## src/rtl/spi_master_shifter.sv

```systemverilog
// SPI mode-0 master serial engine between a TX FIFO and an RX FIFO.
// Pops words, shifts them out full duplex on sclk/mosi/miso, and pushes each received word.
module spi_master_shifter #(
    parameter int unsigned WIDTH     = 8,
    parameter int unsigned CLK_DIV   = 2,
    parameter int unsigned MSB_FIRST = 1
) (
    input  logic             clk,
    input  logic             srst,
    input  logic             enable,
    input  logic [WIDTH-1:0] tx_data,
    input  logic             tx_empty,
    output logic             tx_rd_en,
    output logic [WIDTH-1:0] rx_data,
    output logic             rx_wr_en,
    input  logic             rx_full,
    output logic             rx_overflow,
    output logic             sclk,
    output logic             mosi,
    input  logic             miso,
    output logic             cs_n,
    output logic             busy
);

    localparam int unsigned CNT_W = $clog2(WIDTH + 1);
    localparam int unsigned HC_W  = (CLK_DIV > 1) ? $clog2(CLK_DIV) : 1;

    localparam logic [HC_W-1:0]  HALF_RELOAD = HC_W'(CLK_DIV - 1);
    localparam logic [CNT_W-1:0] LAST_BIT    = CNT_W'(WIDTH - 1);

    typedef enum logic [2:0] {
        StIdle,
        StFetch,
        StLoad,
        StShift,
        StHold
    } state_e;

    state_e           state;
    logic [HC_W-1:0]  half_cnt;
    logic [CNT_W-1:0] bit_cnt;
    logic [WIDTH-1:0] tx_sr;
    logic [WIDTH-1:0] rx_sr;

    logic             can_start;
    logic             half_done;
    logic             load_bit;
    logic             next_bit;
    logic [WIDTH-1:0] tx_shifted;
    logic [WIDTH-1:0] rx_shifted;

    assign can_start = enable && !tx_empty && !rx_full;
    assign half_done = (half_cnt == '0);

    // Bit ordering is resolved here so the state machine stays order-agnostic.
    always_comb begin
        tx_shifted = '0;
        rx_shifted = '0;
        load_bit   = 1'b0;
        next_bit   = 1'b0;
        if (MSB_FIRST != 0) begin
            tx_shifted = {tx_sr[WIDTH-2:0], 1'b0};
            rx_shifted = {rx_sr[WIDTH-2:0], miso};
            load_bit   = tx_data[WIDTH-1];
            next_bit   = tx_sr[WIDTH-2];
        end else begin
            tx_shifted = {1'b0, tx_sr[WIDTH-1:1]};
            rx_shifted = {miso, rx_sr[WIDTH-1:1]};
            load_bit   = tx_data[0];
            next_bit   = tx_sr[1];
        end
    end

    always_ff @(posedge clk or posedge srst) begin
        if (srst) begin
            state       <= StIdle;
            half_cnt    <= '0;
            bit_cnt     <= '0;
            tx_sr       <= '0;
            rx_sr       <= '0;
            tx_rd_en    <= 1'b0;
            rx_data     <= '0;
            rx_wr_en    <= 1'b0;
            rx_overflow <= 1'b0;
            sclk        <= 1'b0;
            mosi        <= 1'b0;
            cs_n        <= 1'b1;
            busy        <= 1'b0;
        end else begin
            tx_rd_en <= 1'b0;
            rx_wr_en <= 1'b0;

            case (state)
                StIdle: begin
                    if (can_start) begin
                        state    <= StFetch;
                        tx_rd_en <= 1'b1;
                        busy     <= 1'b1;
                    end
                end

                // FIFO dout becomes valid during LOAD, one cycle after the pop.
                StFetch: begin
                    state <= StLoad;
                end

                StLoad: begin
                    tx_sr    <= tx_data;
                    mosi     <= load_bit;
                    cs_n     <= 1'b0;
                    half_cnt <= HALF_RELOAD;
                    bit_cnt  <= '0;
                    state    <= StShift;
                end

                StShift: begin
                    if (!half_done) begin
                        half_cnt <= half_cnt - 1'b1;
                    end else begin
                        half_cnt <= HALF_RELOAD;
                        sclk     <= ~sclk;
                        if (!sclk) begin
                            rx_sr <= rx_shifted;
                        end else begin
                            bit_cnt <= bit_cnt + 1'b1;
                            if (bit_cnt == LAST_BIT) begin
                                rx_data     <= rx_sr;
                                rx_wr_en    <= 1'b1;
                                rx_overflow <= rx_overflow | rx_full;
                                if (can_start) begin
                                    state    <= StFetch;
                                    tx_rd_en <= 1'b1;
                                end else begin
                                    state <= StHold;
                                end
                            end else begin
                                tx_sr <= tx_shifted;
                                mosi  <= next_bit;
                            end
                        end
                    end
                end

                // half_cnt was reloaded on the final falling edge, giving CLK_DIV cycles here.
                StHold: begin
                    if (half_done) begin
                        cs_n  <= 1'b1;
                        busy  <= 1'b0;
                        state <= StIdle;
                    end else begin
                        half_cnt <= half_cnt - 1'b1;
                    end
                end

                default: begin
                    state <= StIdle;
                end
            endcase
        end
    end

endmodule

```

## config.mk

```make
export PLATFORM = sky130hd
export DESIGN_NAME = spi_master_shifter
export DESIGN_NICKNAME = d
export VERILOG_FILES = /design/src/rtl/spi_master_shifter.sv
export SDC_FILE = /design/constraint.sdc
export NUM_CORES = 1
export LEC_CHECK = 0
export ABC_CLOCK_PERIOD_IN_PS = 3200
export CORE_MARGIN = 5
export CORE_UTILIZATION = 45
export DETAILED_ROUTE_END_ITERATION = 16
export PLACE_DENSITY = 0.67
export SLEW_MARGIN = 30
export SYNTH_ARGS = -nofsm -noshare
export SYNTH_HDL_FRONTEND = slang
export SYNTH_SLANG_ARGS = --single-unit
```

## constraint.sdc

```tcl
create_clock -name clk -period 3.2 [get_ports clk]
set_input_delay 0.48 -clock clk [delete_from_list [all_inputs] [get_ports clk]]
set_output_delay 0.48 -clock clk [all_outputs]
set_load 0.005 [all_outputs]
```

; Yosys cells after proc, flatten, opt, wreduce, memory -nomap -nowiden
; Index checks and enable logic that the tools add are counted.
[totals]
output_inout_bits = 15
register_bits = 38
inputBits = 14
wordCells = 81
[classes]
n_mux = 35
bitwise = 3
add_sub_neg = 2
reduce_logical = 17
n_eq_ne = 11
[ops]
columns = op, n
row1 = $mux 7, 3
row2 = $mux 3, 6
row3 = $mux 1, 16
row4 = $pmux 3 s5, 1
row5 = $pmux 7 s2, 1
row6 = $ne 2x2->1 const B, 6
row7 = $reduce_and 3->1, 3
row8 = $mux 4, 2
row9 = $pmux 1 s2, 4
row10 = $pmux 4 s2, 1
row11 = $reduce_and 4->1, 2
row12 = $eq 3x2->1 const B, 2
row13 = $reduce_bool 2->1, 3
row14 = $reduce_and 5->1, 1
row15 = $add 4x1->4 const B, 1
row16 = $eq 4x3->1 const B, 1
row17 = $reduce_and 2->1, 2
row18 = $eq 3x1->1 const B, 1
row19 = $eq 3x3->1 const B, 1
row20 = $logic_not 3->1, 1
row21 = $pmux 1 s3, 1
row22 = $reduce_bool 3->1, 1
row23 = $logic_and 1x1->1, 2
row24 = $logic_not 1->1, 2
row25 = other kinds (3), 4

; Depth between registers and ports, before layout
[logic_depth]
ltp_word = 8
depth_mapped = 5
mapped_depth_nobuf = 4

; Worst setup path after synthesis
; OpenSTA, ideal clock, no wires.
[synth_timing]
path_type = flip-flop to flip-flop
startpoint = register bit_cnt[0]
endpoint = register mosi
required_ns = 3.075
setup_time_ns = 0.125
stages_incl_launch_ff = 5
synth_period_minus_slack_ns = 1.505
t_arrival_ns = 1.380
setup_slack_ns = 1.695
n_path_buf = 0
path_cell_list = dfrtp_1 ha_1 and3b_1 o22ai_4 mux2_2
[synth_between]
elab_chain_cells = 3
[synth_lines]
columns = item, line
row1 = start: declaration, 41  ; logic [CNT_W-1:0] bit_cnt;
row2 = start signal: assignment, 125  ; bit_cnt <= bit_cnt + 1'b1;
row3 = $eq 4x3->1, 126  ; if (bit_cnt == LAST_BIT) begin
row4 = $ne 2x2->1 (no source line), -
row5 = $reduce_and 4->1 (no source line), -
row6 = end signal: assignment, 109  ; mosi <= load_bit;
row7 = end signal: assignment, 138  ; mosi <= next_bit;
row8 = end: declaration, 19  ; output logic mosi,
; Every way passes these cells.
; A chain may end at the register's enable or synchronous reset.

; Final worst setup path
[layout_timing]
startpoint = register state[1]
endpoint = register rx_data[4]
[layout_between]
elab_chain_cells = 2
[layout_lines]
columns = item, line
row1 = start: declaration, 39  ; state_e state;
row2 = start signal: assignment, 76  ; state <= StIdle;
row3 = start signal: assignment, 96  ; state <= StFetch;
row4 = start signal: assignment, 104  ; state <= StLoad;
row5 = $eq 3x2->1, 93  ; case (state)
row6 = $reduce_and 4->1 (no source line), -
row7 = end signal: assignment, 127  ; rx_data <= rx_sr;
row8 = end: declaration, 14  ; output logic [WIDTH-1:0] rx_data,
; Every way passes these cells.

==> metrics.txt <==
run status complete, no violations; arrival time worst endpoint 2.20 ns; Period Utilization, post-route 63.40%; overall die height 72.15 microns; area of all placed cells without fillers 0.002135 sq mm; buffer count from post-CTS setup fixing 0; sequential standard cell area 952.2 sq um; clock transition at the registers of the reported paths 0.07 ns; layout overhead on the synthesized area 22.82%; number of violations of the max-capacitance limit 0; reg-to-reg endpoint rx_data[4]$_DFFE_PP0P_; CP endpoint kind flip-flop; clock tree from TritonCTS yes; count of warnings emitted by yosys 0; worst-case clock skew 0.004574 ns; fraction of power spent switching nets 31.04%; cell area after placement 0.002043 sq mm; flip-flop cell with the highest count after synthesis sky130_fd_sc_hd__dfrtp_1; final critical-path setup slack 1.171 ns; synthesized instance count 130; worst min-delay path category reg2reg; fraction of registers with async set/reset 100.0%; maximum fanout along the worst path 12; commonest non-fill, non-tap cells in the layout 37 x sky130_fd_sc_hd__dfrtp_1, 30 x sky130_fd_sc_hd__mux2_2, 28 x sky130_fd_sc_hd__clkdlybuf4s50_1, 8 x sky130_fd_sc_hd__o21ai_0; overall die area 0.005205 sq mm; maximum number of pins on one net before global-route repair 24; diodes inserted 0; share of the yosys chip area belonging to registers 54.79%; share of the synthesized area in the top cell type 53.28%; top-level I/O count 29; post-synth cell types 36; cts-stage hold buffer count 0; DP Wirelength 2244 microns; Reg power frac 44.3%; count of nets after finishing 176; maximum clock insertion buffer count 2; final number of setup-violating endpoints 0; DRC violation count after routing 0; number of global-route vias before repair 1197; initial antenna violation count 0; ratio of cells with drive above 1 in the final layout 27.78%; cell types occupying the most area after synthesis sky130_fd_sc_hd__dfrtp_1 53%, sky130_fd_sc_hd__mux2_2 19%, sky130_fd_sc_hd__o21ai_0 2.3%; worst-margin pin slew 0.8123 ns; overall track demand over capacity in global routing 13.56%; data required time of the worst path 3.37 ns; depth of the worst register-to-register path 3; tightest slew margin relative to the limit 45.51%; Combinational Power Share 37.6%; number of port buffers 28; DR vias/cell 5.362; Int Power 1278 uW; Cell Area, Synth 0.001738 sq mm; final hold violation count 0; count of TritonRoute iterations in the first routing pass 4; worst hold start rx_overflow$_DFFE_PP0P_; CTS H-tree lvls 2; overflow left after global routing 0; width of the chip 72.15 microns; worst supply voltage drop on vdd 348.9 uV; cell at the root of the clock tree sky130_fd_sc_hd__clkbuf_8; leakage component of the power 0.0009366 uW; multi-input combinational cell area 720.7 sq um; Worst setup SP type flip-flop; reg-to-reg startpoint state[1]$_DFFE_PP0P_; most frequent standard cell in the layout excluding fill and tap cells sky130_fd_sc_hd__dfrtp_1; net switching power 575.5 uW; Max Clock Freq 492.9 MHz; number of flops mapped to enable cells by yosys 0; FF+latch count, synth 38; setup tns final 0 ns; post-cts repair resize count 0; TritonCTS Sinks 38; RD Place Congestion 0.7843; worst hold path stage count 1; fill cell total of the finished layout 332; worst-case hold slack 0.4660 ns; unrepaired setup endpoints after global routing no; Detail Route Antenna Nets 0; routed length per placed instance 14.70 microns; Final Max Slew Viols 0; routed via count 1126; syn_nets 145; number of standard-cell rows in the floorplan 22; clock network latency to the later pin of the worst-skew pair 0.29 ns; slack of the worst reg-to-reg path 1.17 ns; total clock buffers created by CTS 5; Worst Hold End rx_overflow$_DFFE_PP0P_; setup slack at placement 1.188 ns; post-synthesis cell type with the largest combined area sky130_fd_sc_hd__dfrtp_1; first-pass GRT wire length 5478 microns; worst setup path class reg2reg; drt total wl 3087 microns; starting DRC count in detailed routing 58; Clk network pwr share 18.1%; Pwr Density 868.5 mW/mm^2; starting utilization of the core area 47.12%; placeable core region 0.003689 sq mm; crit path time final 2.029 ns; Avg Inst Size Synth 13.37 sq um
-- cells in the mapped netlist, drive strengths merged (2+ instances only) --
master	n
nor2	6
dfrtp	37
a21oi	4
a211oi	2
nor3	3
o21ai	8
or2b	2
nor3b	3
nand2b	3
buf	5
mux2	30
or3	2
nand3b	2
nand2	2
inv	4
-- how the worst max path moves through the flow --
| stage | to | cells after the start | slack [ns] | start |
|---|---|---|---|---|
| final | rx_data[4]$_DFFE_PP0P_ | 3 | 1.17 | state[1]$_DFFE_PP0P_ |
| after floorplan | mosi$_DFFE_PP0P_ | 4 | 1.69 | bit_cnt[0]$_DFFE_PP0P_ |
| after CTS | rx_data[4]$_DFFE_PP0P_ | 3 | 1.17 | state[1]$_DFFE_PP0P_ |
| after detailed placement | rx_data[4]$_DFFE_PP0P_ | 3 | 1.19 | state[1]$_DFFE_PP0P_ |
| after global routing | rx_data[3]$_DFFE_PP0P_ | 3 | 1.04 | state[1]$_DFFE_PP0P_ |
| after global placement | rx_data[4]$_DFFE_PP0P_ | 3 | 1.25 | state[1]$_DFFE_PP0P_ |
-- power by group through the flow --
stage | Sequential (uW) | Clock [uW] | Combinational (uW)
2_1_floorplan | 771 | 0 | 510
3_5_place_dp | 834 | 0 | 705
3_3_place_gp | 822 | 0 | 691
6_report | 822 | 336 | 696
5_1_grt | 854 | 363 | 775
4_1_cts | 826 | 347 | 708
-- logic make-up after synthesis --
logic type / after synthesis / synth area share, %
flops: 38 / 54.79
mux: 31 / 20.01
simple gates: 27 / 11.59
compound gates: 22 / 8.640
buf+inv: 10 / 3.743
xor+xnor: 1 / 0.5041
fa+ha+maj: 1 / 0.7198
-- metal layers --
| metal | GRT usage, % | routed length (microns) | up-vias |
|---|---|---|---|
| li1 | - | - | 528 |
| met1 | 16.71 | 1418 | 565 |
| met2 | 21.23 | 1441 | 25 |
| met3 | 4.848 | 141 | 8 |
| met4 | 6.263 | 85 | 0 |
| met5 | 0 | 0 | - |
-- per-stage QoR --
| stage | util, % | instances | total power [uW] |
|---|---|---|---|
| global placement | 55.39 | 202 | 1513 |
| finish | 57.87 | 210 | 1854 |
| floorplan | - | 130 | 1282 |
| global route | 57.87 | 210 | 1992 |
| detailed placement | 55.39 | 202 | 1539 |
| CTS | 57.87 | 210 | 1881 |
-- sequential cells by signal, indices dropped and copies added (netlist names) --
register	count
rx_data	8
rx_sr	8
tx_sr	7
bit_cnt	4
state	3
busy	1
cs_n	1
half_cnt	1
mosi	1
rx_overflow	1
rx_wr_en	1
sclk	1
tx_rd_en	1
-- layout make-up --
type / instances / share of cell area [%]
clock inverters: 1 / 0.2345
multi-input cells: 82 / 33.76
repair buffers: 30 / 13.83
well taps: 48 / 2.814
flip-flops and latches: 38 / 44.61
clock buffers: 7 / 4.045
inverters: 4 / 0.7034
-- worst max-delay path, cell delays in order (launching register included) --
cell and delay, ns:
sky130_fd_sc_hd__dfrtp_1 0.58, sky130_fd_sc_hd__nand2b_1 0.37, sky130_fd_sc_hd__nor3_4 0.56, sky130_fd_sc_hd__mux2_2 0.40
Note: power is estimated with default switching activity, not from simulation.
